$ cat config.mk
export PLATFORM = sky130hd
export DESIGN_NAME = rns_forward_converter_flat
export DESIGN_NICKNAME = d
export VERILOG_FILES = /design/src/rtl/rns_forward_converter_if.sv /design/src/rtl/rns_forward_converter.sv /design/src/flat_wrapper.sv
export SDC_FILE = /design/constraint.sdc
export NUM_CORES = 1
export LEC_CHECK = 0
export ABC_AREA = 1
export CAP_MARGIN = 40
export CORE_MARGIN = 3
export CORE_UTILIZATION = 58
export CTS_CLUSTER_SIZE = 25
export DETAILED_ROUTE_END_ITERATION = 8
export DONT_BUFFER_PORTS = 1
export MAX_ROUTING_LAYER = met4
export PLACE_DENSITY_LB_ADDON = 0.25
export RECOVER_POWER = 50
export SYNTH_ARGS = -nofsm -noshare
export SYNTH_HDL_FRONTEND = slang
export SYNTH_SLANG_ARGS = --single-unit
$ cat constraint.sdc
create_clock -name clk -period 1.8 [get_ports clk]
set_input_delay 0.27 -clock clk [delete_from_list [all_inputs] [get_ports clk]]
set_output_delay 0.27 -clock clk [all_outputs]
set_load 0.05 [all_outputs]
$ cat src/rtl/rns_forward_converter_if.sv
// Operand/residue bus of the binary-to-RNS forward converter, moduli {2^N-1, 2^N, 2^N+1}.
// Both channels use valid/ready: a transfer happens on the rising clock edge where valid and ready are both high.
interface rns_forward_converter_if #(
    parameter int N = 7
);
    logic           in_valid;
    logic           in_ready;
    logic [3*N-1:0] x_in;
    logic           out_valid;
    logic           out_ready;
    logic [N-1:0]   res_m1;
    logic [N-1:0]   res_p0;
    logic [N:0]     res_p1;

    modport master (
        output in_valid, x_in, out_ready,
        input  in_ready, out_valid, res_m1, res_p0, res_p1
    );

    modport slave (
        input  in_valid, x_in, out_ready,
        output in_ready, out_valid, res_m1, res_p0, res_p1
    );
endinterface

$ cat src/rtl/rns_forward_converter.sv
// Iterative forward converter: binary operand -> residues mod 2^N-1, 2^N, 2^N+1.
// Uses only N+2-bit adds, end-around folds and conditional subtracts; one conversion per 5 cycles at best.
module rns_forward_converter #(
    parameter int N = 7
) (
    input  logic                     clk,
    input  logic                     rst,
    rns_forward_converter_if.slave   bus,
    output logic [2:0]               dbg_state
);
    typedef enum logic [2:0] {
        IDLE = 3'd0,
        SUM  = 3'd1,
        FOLD = 3'd2,
        CORR = 3'd3,
        OUT  = 3'd4
    } state_t;

    localparam logic [N+1:0] MOD_M1 = (N+2)'((1 << N) - 1);
    localparam logic [N+1:0] MOD_P1 = (N+2)'((1 << N) + 1);

    state_t       state;
    logic [N+1:0] s;
    logic [N+1:0] t;
    logic [N-1:0] p0_reg;
    logic         out_valid_r;
    logic [N-1:0] res_m1_r;
    logic [N-1:0] res_p0_r;
    logic [N:0]   res_p1_r;

    logic [N+1:0] l_x;
    logic [N+1:0] m_x;
    logic [N+1:0] h_x;

    assign l_x = {2'b00, bus.x_in[N-1:0]};
    assign m_x = {2'b00, bus.x_in[2*N-1:N]};
    assign h_x = {2'b00, bus.x_in[3*N-1:2*N]};

    // 2^N == 1 mod 2^N-1 gives s = h+m+l; 2^N == -1 mod 2^N+1 gives t = l-m+h, offset by the modulus to stay positive.
    always_ff @(posedge clk or posedge rst) begin
        if (rst) begin
            state       <= IDLE;
            s           <= '0;
            t           <= '0;
            p0_reg      <= '0;
            out_valid_r <= 1'b0;
            res_m1_r    <= '0;
            res_p0_r    <= '0;
            res_p1_r    <= '0;
        end else begin
            case (state)
                IDLE: begin
                    if (bus.in_valid) begin
                        p0_reg <= bus.x_in[N-1:0];
                        s      <= h_x + m_x + l_x;
                        t      <= l_x + h_x + MOD_P1 - m_x;
                        state  <= SUM;
                    end
                end
                SUM: begin
                    s <= {2'b00, s[N-1:0]} + {{N{1'b0}}, s[N+1:N]};
                    if (t >= MOD_P1) t <= t - MOD_P1;
                    state <= FOLD;
                end
                FOLD: begin
                    s <= {2'b00, s[N-1:0]} + {{(N+1){1'b0}}, s[N]};
                    if (t >= MOD_P1) t <= t - MOD_P1;
                    state <= CORR;
                end
                CORR: begin
                    // All-ones is the second representation of zero modulo 2^N-1.
                    res_m1_r    <= (s == MOD_M1) ? '0 : s[N-1:0];
                    res_p1_r    <= t[N:0];
                    res_p0_r    <= p0_reg;
                    out_valid_r <= 1'b1;
                    state       <= OUT;
                end
                OUT: begin
                    if (bus.out_ready) begin
                        out_valid_r <= 1'b0;
                        state       <= IDLE;
                    end
                end
                default: state <= IDLE;
            endcase
        end
    end

    assign bus.in_ready  = (state == IDLE) && !rst;
    assign bus.out_valid = out_valid_r;
    assign bus.res_m1    = res_m1_r;
    assign bus.res_p0    = res_p0_r;
    assign bus.res_p1    = res_p1_r;
    assign dbg_state     = state;
endmodule

$ cat src/flat_wrapper.sv
// flat-port wrapper written by rule: the top's interface ports become plain ports
module rns_forward_converter_flat 
#(
    parameter int N = 7
)
  (clk, rst, dbg_state, bus_in_valid, bus_x_in, bus_out_ready, bus_in_ready, bus_out_valid, bus_res_m1, bus_res_p0, bus_res_p1);
  rns_forward_converter_if #(.N(N)) bus_i ();
  input  logic clk;
  input  logic rst;
  output logic [2:0] dbg_state;
  input wire logic [$bits(bus_i.in_valid)-1:0] bus_in_valid;
  input wire logic [$bits(bus_i.x_in)-1:0] bus_x_in;
  input wire logic [$bits(bus_i.out_ready)-1:0] bus_out_ready;
  output wire logic [$bits(bus_i.in_ready)-1:0] bus_in_ready;
  output wire logic [$bits(bus_i.out_valid)-1:0] bus_out_valid;
  output wire logic [$bits(bus_i.res_m1)-1:0] bus_res_m1;
  output wire logic [$bits(bus_i.res_p0)-1:0] bus_res_p0;
  output wire logic [$bits(bus_i.res_p1)-1:0] bus_res_p1;
  assign bus_i.in_valid = bus_in_valid;
  assign bus_i.x_in = bus_x_in;
  assign bus_i.out_ready = bus_out_ready;
  assign bus_in_ready = bus_i.in_ready;
  assign bus_out_valid = bus_i.out_valid;
  assign bus_res_m1 = bus_i.res_m1;
  assign bus_res_p0 = bus_i.res_p0;
  assign bus_res_p1 = bus_i.res_p1;
  rns_forward_converter #(.N(N)) u_core (.clk(clk), .rst(rst), .bus(bus_i), .dbg_state(dbg_state));
endmodule
==> results of run 1 <==
## cells by family after synthesis
logic type,count (synthesis)
fa+ha+maj,44
buf+inv,89
xor+xnor,16
flops,51
simple gates,263
compound gates,63
## final timing paths
check                                    start                  end  slack, ns  cells after the start
setup / recovery                   bus_x_in[0]          u_core.t[7]      -0.46                     21
hold / removal                     bus_x_in[2]     u_core.p0_reg[2]       0.08                      2
setup reg to reg           u_core.dbg_state[2]          u_core.s[5]      -0.02                     13
hold reg to reg               u_core.p0_reg[4]     u_core.p0_reg[4]       0.48                      2
max in group asynchronous                  rst          u_core.t[4]       0.46                      3
min in group asynchronous                  rst  u_core.dbg_state[0]       0.51                      2
## metrics by stage
step | util [%] | worst slack (ns) | total power [mW]
6_report | 80.1 | -0.456 | 8.46
5_1_grt | 80.1 | -0.607 | 9.17
4_1_cts | 76.8 | -0.331 | 8.17
3_5_place_dp | 73.4 | -0.667 | 7.22
3_3_place_gp | 73.4 | -0.647 | 7.05
2_1_floorplan | - | -0.562 | 6.06
## layout by cell type, fill, tap and decap left out, types with 3 or more instances in the layout
cell	synthesis	layout
sky130_fd_sc_hd__clkbuf_1	0	3
sky130_fd_sc_hd__clkbuf_8	0	5
sky130_fd_sc_hd__xnor2_1	7	4
sky130_fd_sc_hd__o21ai_2	2	5
sky130_fd_sc_hd__inv_2	4	14
sky130_fd_sc_hd__ha_4	0	19
sky130_fd_sc_hd__a31oi_1	3	3
sky130_fd_sc_hd__buf_4	0	47
sky130_fd_sc_hd__nor3_1	4	4
sky130_fd_sc_hd__ha_1	39	20
sky130_fd_sc_hd__nand3_4	1	3
sky130_fd_sc_hd__nand3_1	35	26
sky130_fd_sc_hd__o21ai_1	11	18
sky130_fd_sc_hd__inv_1	77	67
sky130_fd_sc_hd__nand4_1	6	6
sky130_fd_sc_hd__buf_6	3	6
sky130_fd_sc_hd__nand3_2	0	7
sky130_fd_sc_hd__a21oi_2	0	10
sky130_fd_sc_hd__nor2_2	1	6
sky130_fd_sc_hd__a21oi_1	22	11
sky130_fd_sc_hd__xor2_1	9	8
sky130_fd_sc_hd__o21ai_0	20	10
sky130_fd_sc_hd__nor2_1	24	18
sky130_fd_sc_hd__nand2_2	3	27
sky130_fd_sc_hd__dfrtp_2	0	3
sky130_fd_sc_hd__fa_2	0	5
sky130_fd_sc_hd__nand2_1	185	161
sky130_fd_sc_hd__xnor2_2	0	3
sky130_fd_sc_hd__dfrtp_1	51	48
## cell type report
class	instances	area, um2
Multi-Input combinational cell	386	2660
Sequential cell	51	1280
Fill cell	396	1220
Timing Repair Buffer	58	464
Inverter	81	304
Tap cell	75	93.8
Clock buffer	7	76.3
Clock inverter	1	30.0
## routing by layer
metal	vias up	GRT usage, %
met1	1694	33.1
met4	0	6.66
met5	-	-
li1	1775	-
met3	15	5.30
met2	121	44.2
## power groups by stage
stage | combinational, mW | sequential (mW) | clock, mW
3_5_place_dp | 4.34 | 2.88 | 0
6_report | 4.80 | 2.87 | 0.797
4_1_cts | 4.50 | 2.86 | 0.806
5_1_grt | 5.37 | 2.94 | 0.863
3_3_place_gp | 4.19 | 2.86 | 0
2_1_floorplan | 3.14 | 2.92 | 0
## what timing repair did
item,4_1_cts,5_1_grt
setup endpoints to repair,13,14
resized for setup,25,42
setup buffers,0,9
pin swaps,27,26
hold buffers,1,0
cloned,0,0
endpoints found under the hold margin,16,0
## critical path, delay by kind of cell
kind | cells | cell delay, ns
buffers and inverters | 2 | 0.08
AOI/OAI and AO/OA | 2 | 0.21
adders and majority gates | 4 | 0.95
and+or+nand+nor | 13 | 0.92
==> results.sh, run 1 <==
export IMPL_run_status="finished, violations left"
export IMPL_violations="negative setup slack"
export IMPL_power_share_switching_pct=52.3
export IMPL_worst_ir_drop_vdd_v=0.00145
export IMPL_finalNonFillerCells=659
export IMPL_netlist_top_cell_by_area="sky130_fd_sc_hd__dfrtp_1"
export IMPL_met2WireLength_um=4950
export IMPL_die_area_um2=7560
export IMPL_placed_cell_area_um2=4500
export IMPL_initial_utilization_pct=62.0
export IMPL_finish_instance_area_um2=4910
export IMPL_io_buffers=0
export IMPL_crit_type="in -> reg"
export IMPL_share_clk_of_total_power_pct=9.4
export IMPL_cts_sinks=51
export IMPL_routabilityCongestion=0.907
export IMPL_dr_wl_met3_um=598
export IMPL_detail_route_antenna_nets=0
export IMPL_ys_ff_latch=51
export IMPL_grt_setup_unrepaired="yes"
export IMPL_post_synth_cell_area_avg_um2=7.23
export IMPL_dr_total_vias=3605
export IMPL_mux_cell_area_share_after_synthesis_pct=0
export IMPL_critPathArrivalTime_ns=2.46
export IMPL_syn_to_final_growth_pct=29.2
export IMPL_hold_worst_slack_ns=0.0829
export IMPL_tritoncts_num_buffers=5
export IMPL_pwr_share_seq_pct=33.9
export IMPL_worstHoldPathType="in -> reg"
export IMPL_drt_drc=0
export IMPL_critical_path_cell_chain="ha_4 -> inv_2 -> fa_2 -> o21ai_2 -> nand2_1 -> nand2_1 -> a21oi_2 -> inv_1 -> nand2_1 -> nand2_2 -> ha_4 -> ha_4 -> nand2_2 -> nor2_2 -> nand2_1 -> nand3_1 -> nand2_1 -> nand3_1 -> nand2_1 -> nand2_1 -> nand2_1"
export IMPL_final_min_clock_period_ns=2.26
export IMPL_finalWorstSetupSlack_ns=-0.456
export IMPL_clock_fmax_mhz=443
export IMPL_synth_xor_xnor_area_share_pct=3.69
export IMPL_timing_max_transition_violations_final=0
export IMPL_rows=28
export IMPL_mappedNetlistArea_um2=3800
export IMPL_leakage_nw=2.54
export IMPL_total_switching_power_mw=4.42
export IMPL_synth_compound_gate_area_share_pct=8.92
export IMPL_cap_violations=0
export IMPL_grt_usage_pct=26.5
export IMPL_num_antenna_cells=0
export IMPL_dr_max_layer_used="met4"
export IMPL_seq_area_frac_synth_pct=33.6
export IMPL_cts_tree="built"
export IMPL_first_global_vias=3462
export IMPL_number_of_synthesized_flops_with_an_enable_pin=0
export IMPL_grt_antenna_before_repair=0
export IMPL_synth_most_common_cell="sky130_fd_sc_hd__nand2_1"
export IMPL_setup_worst_path_end_class="register"
export IMPL_fin_setup_tns_ns=-3.62
export IMPL_insertion_delay_ns=0.31
export IMPL_yosys_area_share_adder_pct=15.5
export IMPL_drive_above_1_share_pct=29.3
export IMPL_globalRoute_totalOverflow=0
export IMPL_drt_iter0_drc=306
export IMPL_max_stage_delay_ns=0.34
export IMPL_hold_viol_final=0
export IMPL_post_synth_inst_count=526
export IMPL_path_clk_slew_ns=0.09
export IMPL_ys_dominant_reg_cell="sky130_fd_sc_hd__dfrtp_1"
export IMPL_mapped_nets=595
export IMPL_clock_tree_buffer_depth=2
export IMPL_max_slew_worst_pin_slew_ns=0.684
export IMPL_htreeDepth=2
export IMPL_final_nets=652
export IMPL_critical_path_required_ns=2.00
export IMPL_drt_first_pass_iters=5
export IMPL_largest_family_of_logic_cells_by_synthesized_area="simple AND/OR/NAND/NOR gates"
export IMPL_cp_start_kind="input pin"
export IMPL_crit_top_cell="sky130_fd_sc_hd__nand2_1"
export IMPL_critical_path_max_fanout=4
export IMPL_place_inst=643
export IMPL_detail_route_wl_per_cell_um=15.0
export IMPL_ctsRootBufferMaster="sky130_fd_sc_hd__clkbuf_8"
export IMPL_worst_rel_slew_slack_pct=54.3
export IMPL_synth_cell_types=30
export IMPL_ys_async_sr_fraction_pct=100
export IMPL_ys_warnings_count=0
export IMPL_power_per_cell_area_nw_per_um2=1720
export IMPL_synth_top_area_share_pct=33.6
export IMPL_comb_power_share_pct=56.7
export IMPL_floorplan_die_width_um=87.0
export IMPL_via_per_instance_ratio=5.47
export IMPL_skew_ns=0.0162
export IMPL_grt_pass1_wl_um=15700
export IMPL_core_area_um2=6130
export IMPL_post_synth_most_frequent_cells="185 x sky130_fd_sc_hd__nand2_1, 77 x sky130_fd_sc_hd__inv_1, 51 x sky130_fd_sc_hd__dfrtp_1"
export IMPL_num_io_pins=52
export IMPL_dp_hpwl_um=7200
export IMPL_setup_viol=14
export IMPL_grt_max_degree=24
export IMPL_detail_route_wirelength_um=9910
export IMPL_critical_path_slowest_cell="sky130_fd_sc_hd__fa_2"
export IMPL_drt_met1_wl_um=4210
export IMPL_synth_simple_gate_area_share_pct=28.8
export IMPL_netlist_top_cells_area="sky130_fd_sc_hd__dfrtp_1 34%, sky130_fd_sc_hd__nand2_1 18%, sky130_fd_sc_hd__ha_1 13%"
export IMPL_cellInternalPower_mw=4.04
export IMPL_final_period_utilization_pct=125
export IMPL_die_height_um=87.0
(Power assumes the default switching activity.)
==> run 2, diff against run 1 <==
- CORE_MARGIN: 3 -> 2
==> run 2 against run 1 <==
The run still ends with negative setup slack left. Die area is 4.5% lower. Worst setup slack better by 0.082 ns. Global-route usage hardly changed. Sequential share of layout area is 0.21 points higher. Via count is 1.5% lower. Design area is 0.82% lower. Critical path type unchanged. Power is 1.1% lower. Hold slack worse by 0.0081 ns. Core utilization is 3.4 points lower. Fmax is 3.8% higher. Sequential power hardly changed. Largest cell class unchanged.
==> results.sh, run 2 (synthesized netlist as in run 1, its figures left out) <==
export IMPL_drt_first_pass_iters=5
export IMPL_grt_usage_pct=26.6
export IMPL_ctsRootBufferMaster="sky130_fd_sc_hd__clkbuf_8"
export IMPL_violations="negative setup slack"
export IMPL_drive_above_1_share_pct=28.3
export IMPL_run_status="finished, violations left"
export IMPL_clock_fmax_mhz=460
export IMPL_worst_ir_drop_vdd_v=0.00170
export IMPL_leakage_nw=2.52
export IMPL_grt_antenna_before_repair=0
export IMPL_routabilityCongestion=0.933
export IMPL_power_per_cell_area_nw_per_um2=1720
export IMPL_final_nets=647
export IMPL_detail_route_wirelength_um=9260
export IMPL_critical_path_cell_chain="ha_4 -> inv_2 -> fa_2 -> o21ai_2 -> buf_4 -> xnor2_2 -> inv_2 -> ha_4 -> ha_4 -> nand2_2 -> nor2_1 -> nand2_1 -> nand3_1 -> nand2_1 -> nand3_1 -> nand2_1 -> nand2_1 -> nand2_1"
export IMPL_die_height_um=85.0
export IMPL_grt_pass1_wl_um=15300
export IMPL_detail_route_wl_per_cell_um=14.1
export IMPL_crit_top_cell="sky130_fd_sc_hd__nand2_1"
export IMPL_setup_worst_path_end_class="register"
export IMPL_floorplan_die_width_um=85.0
export IMPL_detailedPlace_worstSlack_ns=-0.681
export IMPL_drt_drc=0
export IMPL_path_clk_slew_ns=0.10
export IMPL_drt_iter0_drc=250
export IMPL_critPathArrivalTime_ns=2.39
export IMPL_dr_total_vias=3550
export IMPL_critical_path_required_ns=2.01
export IMPL_globalRoute_totalOverflow=0
export IMPL_critical_path_slowest_cell="sky130_fd_sc_hd__fa_2"
export IMPL_cts_sinks=51
export IMPL_via_per_instance_ratio=5.41
export IMPL_grt_setup_unrepaired="yes"
export IMPL_insertion_delay_ns=0.32
export IMPL_critical_path_max_fanout=4
export IMPL_cp_start_kind="input pin"
export IMPL_tritoncts_num_buffers=5
export IMPL_grt_max_degree=40
export IMPL_core_area_um2=6350
export IMPL_nFillCells=461
export IMPL_final_min_clock_period_ns=2.17
export IMPL_die_area_um2=7220
export IMPL_detail_route_antenna_nets=0
export IMPL_num_io_pins=52
export IMPL_initial_utilization_pct=59.9
export IMPL_cap_violations=0
export IMPL_hold_viol_final=0
export IMPL_skew_ns=0.0145
export IMPL_max_slew_worst_pin_slew_ns=0.734
export IMPL_io_buffers=0
export IMPL_rows=29
export IMPL_num_antenna_cells=0
export IMPL_clock_tree_buffer_depth=2
export IMPL_syn_to_final_growth_pct=28.1
export IMPL_first_global_vias=3548
export IMPL_cts_tree="built"
export IMPL_dp_hpwl_um=6860
export IMPL_ff_latch_area_um2=1280
export IMPL_most_common_library_cell_in_the_layout_ignoring_fill_and_taps="sky130_fd_sc_hd__nand2_1"
export IMPL_final_period_utilization_pct=121
export IMPL_setup_viol=15
export IMPL_combined_area_of_the_multi_input_logic_cells_um2=2650
export IMPL_utilization_pct=76.7
export IMPL_finalWorstSetupSlack_ns=-0.374
export IMPL_worst_rel_slew_slack_pct=51.1
export IMPL_crit_type="in -> reg"
export IMPL_max_stage_delay_ns=0.34
export IMPL_timing_max_transition_violations_final=0
export IMPL_leading_cell_types_in_the_layout_fill_and_taps_excluded="160 x sky130_fd_sc_hd__nand2_1, 67 x sky130_fd_sc_hd__inv_1, 48 x sky130_fd_sc_hd__dfrtp_1"
export IMPL_worstHoldPathType="in -> reg"
export IMPL_htreeDepth=2
run 2: cell types whose count changed in the layout (fill, tap and decap cells not counted), moves of 2 or more:
cell and change:
sky130_fd_sc_hd__nor2_1 +4, sky130_fd_sc_hd__nand2_4 +2, sky130_fd_sc_hd__nor2_2 -5, sky130_fd_sc_hd__clkbuf_1 -2, sky130_fd_sc_hd__buf_4 -4, sky130_fd_sc_hd__nand3_2 -2
run 2: critical path, delay by kind of cell:
kind            cells  cell delay (ns)
fa+ha+maj           4             0.99
simple gates        9             0.63
buf+inv             3             0.22
compound gates      1             0.14
xor+xnor            1             0.11
run 2: where the power goes:
part	internal (mW)	switching, mW	leakage (nW)	total [mW]
Clock	0.420	0.423	0.0548	0.843
Sequential	1.70	1.16	0.630	2.86
Combinational	1.84	2.83	1.84	4.67
run 2: path summary, 6_finish.rpt:
| kind | startpoint | to | slack, ns | depth (start not counted) |
|---|---|---|---|---|
| worst max-delay path | bus_x_in[0] | u_core.t[7] | -0.37 | 18 |
| worst min-delay path | bus_x_in[5] | u_core.p0_reg[5] | 0.07 | 2 |
| worst max register to register | u_core.dbg_state[0] | u_core.s[5] | -0.07 | 13 |
| worst min register to register | u_core.p0_reg[5] | u_core.p0_reg[5] | 0.48 | 2 |
| max in group asynchronous | rst | u_core.bus.res_m1[6] | 0.43 | 3 |
| min in group asynchronous | rst | u_core.p0_reg[0] | 0.40 | 2 |
run 2: layer usage:
| layer | wire [um] | vias to the layer above | GRT usage (%) |
|---|---|---|---|
| met5 | 0 | - | - |
| met4 | 211 | 0 | 7.07 |
| met3 | 543 | 24 | 5.25 |
| met2 | 4450 | 124 | 44.2 |
| met1 | 4050 | 1634 | 33.1 |
| li1 | - | 1768 | - |
run 2: through the flow:
stage / total power, mW / hold WS, ns / cell area, um2 / std cells / setup TNS (ns)
2_1_floorplan: 6.06 / 0.387 / 4080 / 526 / -3.77
3_3_place_gp: 6.97 / 0.107 / 4480 / 640 / -6.33
3_5_place_dp: 7.12 / 0.117 / 4480 / 640 / -6.84
4_1_cts: 8.04 / 0.0751 / 4680 / 653 / -2.28
5_1_grt: 9.07 / 0.0707 / 4870 / 656 / -4.29
6_report: 8.37 / 0.0748 / 4870 / 656 / -2.58
run 2: layout make-up:
type	instances	area share [%]
Timing Repair Buffer	53	8.73
Multi-Input combinational cell	386	54.4
Tap cell	77	1.98
Clock inverter	3	0.950
Inverter	81	6.24
Clock buffer	5	1.41
Sequential cell	51	26.3
run 2: timing repair:
action	CTS	global route
gates cloned	0	0
endpoints found under the hold margin	12	0
buffers inserted	4	5
pin swaps	30	37
gates resized for setup	13	53
hold buffers	1	0
setup endpoints to repair	12	15
